===== src/rtl/execute_unit_p.sv =====
// Registered execute stage: forwarding operand muxes, single-cycle ALU,
// architectural {C,N,Z} flag register with restore path, and EX/MEM register.
module execute_unit_p #(
   parameter int WIDTH   = 16,
   parameter int RADDR_W = 3
) (
   input  logic               clk,
   input  logic               rst,
   input  logic               in_valid,
   input  logic               stall,
   input  logic               flush,
   input  logic [WIDTH-1:0]   data1_val,
   input  logic [WIDTH-1:0]   data2_val,
   input  logic [WIDTH-1:0]   imm_val,
   input  logic [1:0]         fwd_a,
   input  logic [1:0]         fwd_b,
   input  logic               use_imm,
   input  logic [2:0]         alu_op,
   input  logic               flag_we,
   input  logic               flag_src,
   input  logic [2:0]         flags_restore,
   input  logic [RADDR_W-1:0] rdst_in,
   input  logic               reg_write_in,
   input  logic [WIDTH-1:0]   wb_data,
   output logic               ex_valid,
   output logic [WIDTH-1:0]   ex_result,
   output logic [RADDR_W-1:0] ex_rdst,
   output logic               ex_reg_write,
   output logic [2:0]         flags
);

   localparam int SHW = $clog2(WIDTH);

   typedef enum logic [2:0] {
      OP_PASS = 3'd0,
      OP_ADD  = 3'd1,
      OP_SUB  = 3'd2,
      OP_AND  = 3'd3,
      OP_OR   = 3'd4,
      OP_NOT  = 3'd5,
      OP_SHL  = 3'd6,
      OP_SHR  = 3'd7
   } alu_op_e;

   logic [WIDTH-1:0] op_a;
   logic [WIDTH-1:0] op_b;
   logic [WIDTH-1:0] alu_res;
   logic [WIDTH:0]   wide;
   logic [SHW-1:0]   sh;
   logic             c_new;
   logic             alu_flag_upd;

   always_comb begin
      op_a = data1_val;
      case (fwd_a)
         2'd0: op_a = data1_val;
         2'd1: op_a = ex_result;
         2'd2: op_a = wb_data;
         2'd3: op_a = data2_val;
      endcase
   end

   always_comb begin
      op_b = data2_val;
      if (use_imm) begin
         op_b = imm_val;
      end else begin
         case (fwd_b)
            2'd0: op_b = data2_val;
            2'd1: op_b = ex_result;
            2'd2: op_b = wb_data;
            2'd3: op_b = {{(WIDTH-1){1'b0}}, 1'b1};
         endcase
      end
   end

   assign sh = op_b[SHW-1:0];

   // The extra bit of 'wide' carries C: carry/borrow for ADD/SUB, the last bit
   // shifted out for SHL (top) and SHR (bottom, A pre-extended by one zero).
   always_comb begin
      alu_res = '0;
      wide    = '0;
      c_new   = flags[2];
      case (alu_op_e'(alu_op))
         OP_PASS: alu_res = op_a;
         OP_ADD: begin
            wide    = {1'b0, op_a} + {1'b0, op_b};
            alu_res = wide[WIDTH-1:0];
            c_new   = wide[WIDTH];
         end
         OP_SUB: begin
            wide    = {1'b0, op_a} - {1'b0, op_b};
            alu_res = wide[WIDTH-1:0];
            c_new   = wide[WIDTH];
         end
         OP_AND: alu_res = op_a & op_b;
         OP_OR:  alu_res = op_a | op_b;
         OP_NOT: alu_res = ~op_a;
         OP_SHL: begin
            wide    = {1'b0, op_a} << sh;
            alu_res = wide[WIDTH-1:0];
            if (sh != '0) c_new = wide[WIDTH];
         end
         OP_SHR: begin
            wide    = {op_a, 1'b0} >> sh;
            alu_res = wide[WIDTH:1];
            if (sh != '0) c_new = wide[0];
         end
      endcase
   end

   assign alu_flag_upd = in_valid && flag_we && !flush && (alu_op != OP_PASS);

   always_ff @(posedge clk) begin
      if (rst) begin
         ex_valid     <= 1'b0;
         ex_result    <= '0;
         ex_rdst      <= '0;
         ex_reg_write <= 1'b0;
         flags        <= '0;
      end else begin
         if (!stall) begin
            if (flag_src)
               flags <= flags_restore;
            else if (alu_flag_upd)
               flags <= {c_new, alu_res[WIDTH-1], (alu_res == '0)};
         end
         if (flush) begin
            ex_valid     <= 1'b0;
            ex_reg_write <= 1'b0;
         end else if (!stall) begin
            ex_valid     <= in_valid;
            ex_result    <= alu_res;
            ex_rdst      <= rdst_in;
            ex_reg_write <= reg_write_in & in_valid;
         end
      end
   end

endmodule


===== config.mk =====
export PLATFORM = sky130hd
export DESIGN_NAME = execute_unit_p
export DESIGN_NICKNAME = d
export VERILOG_FILES = /design/src/rtl/execute_unit_p.sv
export SDC_FILE = /design/constraint.sdc
export NUM_CORES = 1
export LEC_CHECK = 0
export BUFFER_PORTS_ARGS = -buffer_cell sky130_fd_sc_hd__clkbuf_2
export CORE_MARGIN = 2
export CORE_UTILIZATION = 50
export CTS_CLUSTER_DIAMETER = 50
export DETAILED_ROUTE_END_ITERATION = 8
export MAX_ROUTING_LAYER = met4
export PLACE_DENSITY = 0.71
export SYNTH_ARGS = -nofsm -noshare
export SYNTH_HDL_FRONTEND = slang
export SYNTH_SLANG_ARGS = --single-unit

===== constraint.sdc =====
create_clock -name clk -period 14.4 [get_ports clk]
set_input_delay 2.88 -clock clk [delete_from_list [all_inputs] [get_ports clk]]
set_output_delay 2.88 -clock clk [all_outputs]
set_load 0.01 [all_outputs]

==> flow_summary.ini <==
[status]
status = finished clean

[logic_synthesis]
avgSynthCellArea_um2 = 7.27
async_flop_share_pct = 0
yosysWarnings = 0
synth_flop_cell = dfxtp_1
ys_types = 83
synth_edf_count = 0
netlist_area_um2 = 6170
syn_inst = 848
synth_seq_area_share_pct = 7.79
syn_nets = 990
ys_ff_latch = 24

[timing]
setup_viol = 0
report.final.slew_viol_count = 0
max_freq_ghz = 0.128
timing.final.crit_period_ns = 7.81
hold_viol = 0
tns_ns = 0
relSlewSlack_pct = 26.4
rsz0062_at_grt = no
fin_skew_ns = 0.00435
period_share_pct = 54.3
worstMarginPinSlew_ns = 1.10

[worst_setup_path]
setup.worst_path.start_class = input port
critPathCaptureType = flop
cp_max_fo = 33
slowest_delay_ns = 0.70
required_ns = 14.61
crit_type = input port to flop
path_cells = clkbuf_2 -> or4b_1 -> o211ai_4 -> buf_4 -> inv_4 -> ha_1 -> fa_1 -> nor2b_1 -> o211ai_1 -> a21oi_1 -> o41ai_1 -> o21ai_0 -> xor2_1 -> a22oi_1 -> a21oi_1 -> nor4_1 -> a41o_1
cp_common_cell = a21oi_1
crit_slowest_cell = or4b_1
critPathArrivalTime_ns = 8.02

[floorplan]
num_rows = 40
io_pins = 110
fp.dieH_um = 115
start_util_pct = 51.3
coreArea_um2 = 12000
dieArea_um2 = 13200
die_x_um = 115

[clock_network]
cts_resized = 0
htreeDepth = 1
cts_tree = done
cts_inserted_buffers = 3
ctsRootBufferMaster = clkbuf_16
clk_pin_slew_ns = 0.07
cts.sinks = 24
postCtsSetupBuffers = 0
clkLatencyLatePin_ns = 0.26
cts_hold_buffers = 0
clockBufferDepth = 2

[layout]
drive_gt1_share_pct = 19.1
fin_nets = 1043
fin_cells = 1047
fillerInstances = 1188
final_area_um2 = 6740
fin_util_pct = 56.1
antennaDiodeCount = 0
syn_to_final_growth_pct = 9.31

[power]
power_uw = 513
p_leak_nw = 2.95
pwr_density_cell_nw_per_um2 = 76.2
vdd_drop_max_uv = 42.1

[drt]
drt_iter0_markers = 920
dr.pass1.iters = 6
drc = 0
vias = 7120
wl_per_cell_um = 22.8
ant_nets = 0
vias_per_cell = 6.80
routed_wl_um = 23800

[job]
drv_cap = 0

[placed_design]
postPlaceCellArea_um2 = 6640
dp_hpwl_um = 17900
dp.cells = 1043
gp_congestion = 1.07
numPortBuffers = 109

[global_route]
grt_pass1_vias = 6479
overflow = 0
grt_use_total_pct = 35.8
grt_pass1_wl_um = 36000
grt_max_degree = 41
antenna_found_initial = 0

[worst_hold_path]
hp-class = flop to flop
-- final cells by class --
| cell class | count | area (um2) | area share [%] |
|---|---|---|---|
| tap | 147 | 184 | 2.73 |
| clock inverter | 1 | 30.0 | 0.446 |
| clock buffer | 3 | 75.1 | 1.11 |
| timing repair buffer | 116 | 598 | 8.87 |
| multi-input combinational | 709 | 5190 | 77.0 |
| sequential | 24 | 480 | 7.13 |
| inverter | 47 | 180 | 2.67 |
-- cell usage after synthesis (7+ instances only) --
cell | instances | area, um2
inv_1 | 43 | 161
a31oi_1 | 12 | 75.1
a21oi_1 | 63 | 315
a211oi_1 | 16 | 120
ha_1 | 54 | 676
xnor2_1 | 11 | 96.3
nand2_1 | 89 | 334
mux4_2 | 16 | 360
or3_1 | 8 | 50.1
o22a_1 | 14 | 123
dfxtp_1 | 24 | 480
mux2_2 | 15 | 169
nand2b_1 | 8 | 50.1
nand3_1 | 9 | 45.0
a22oi_1 | 7 | 52.6
o21ai_0 | 42 | 210
o21bai_1 | 7 | 52.6
o211ai_1 | 9 | 67.6
o22ai_1 | 22 | 138
clkbuf_1 | 41 | 154
xor2_1 | 7 | 61.3
a21o_1 | 8 | 60.1
a221oi_1 | 8 | 70.1
nor2b_1 | 16 | 100
buf_2 | 16 | 80.1
nor3_1 | 27 | 135
mux2i_1 | 56 | 561
nor2_1 | 80 | 300
-- placed cells by master (no fill, tap or decap), types with 4 or more instances in the layout --
cell type | netlist | layout
nand2_1 | 89 | 89
o2bb2ai_1 | 4 | 4
o32ai_1 | 6 | 6
clkbuf_2 | 0 | 109
ha_1 | 54 | 54
buf_4 | 6 | 7
nand2b_1 | 8 | 8
mux4_2 | 16 | 16
o21bai_1 | 7 | 7
o22a_1 | 14 | 14
a2111oi_0 | 4 | 4
o22ai_1 | 22 | 22
a22oi_1 | 7 | 7
mux2i_1 | 56 | 56
nand3_1 | 9 | 9
a221oi_1 | 8 | 8
nor2b_1 | 16 | 16
o21ai_0 | 42 | 42
inv_1 | 43 | 43
or2_2 | 5 | 5
xor2_1 | 7 | 7
xnor2_1 | 11 | 11
o41ai_1 | 4 | 4
nor3_1 | 27 | 27
dfxtp_1 | 24 | 24
mux2_2 | 15 | 15
o221ai_1 | 6 | 6
a21o_1 | 8 | 8
a211oi_1 | 16 | 16
a21oi_1 | 63 | 63
or3_1 | 8 | 8
nor4_1 | 6 | 6
a31oi_1 | 12 | 12
o211ai_1 | 9 | 9
nor2_1 | 80 | 80
-- critical path, delay by kind of cell --
kind / cells / cell delay (ns)
AO/OA/AOI/OAI: 8 / 1.92
adder cells (fa/ha/maj): 2 / 0.78
buffers and inverters: 3 / 1.05
XOR/XNOR: 1 / 0.19
AND/OR/NAND/NOR: 3 / 1.18
-- state kept, by name, indices dropped and copies added, names as in the netlist --
signal	count
ex_rdst	3
ex_valid	1
ex_reg_write	1
ex_result	16
flags	3
-- power by group --
group,total [mW],internal (mW),switching (mW)
clock network,0.0812,0.0553,0.0259
logic,0.357,0.131,0.225
registers,0.0754,0.0708,0.00456
-- path summary, 6_finish.rpt --
check          startpoint    endpoint  slack [ns]  depth (start not counted)
max              fwd_b[1]    flags[0]        6.59                         17
min            ex_rdst[0]  ex_rdst[0]        0.46                          2
max reg2reg  ex_result[0]    flags[0]        9.35                         16
min reg2reg    ex_rdst[0]  ex_rdst[0]        0.46                          2
-- per-layer routing --
metal | global-route usage, % | wire length (um) | part of all wire [%] | vias to the layer above
met3 | 6.64 | 2590 | 11 | 92
li1 | - | - | - | 3269
met1 | 47.4 | 9680 | 41 | 3318
met2 | 54.1 | 10600 | 44 | 441
met4 | 13.8 | 979 | 4.1 | 0
met5 | - | 0 | 0 | -
-- per-stage QoR --
step / hold slack, ns / setup slack (ns)
floorplan: 0.481 / 7.56
global placement: 0.442 / 6.61
detailed placement: 0.450 / 6.48
CTS: 0.460 / 6.74
global route: 0.470 / 6.37
finish: 0.456 / 6.59
-- kinds of logic after synthesis --
family,Yosys count,synth area share [%]
compound gates,271,30.5
xor+xnor,18,2.56
fa+ha+maj,56,11.6
buf+inv,115,7.99
flops,24,7.79
mux,93,19.1
simple gates,271,20.5
Note: power is estimated with default switching activity, not from simulation.
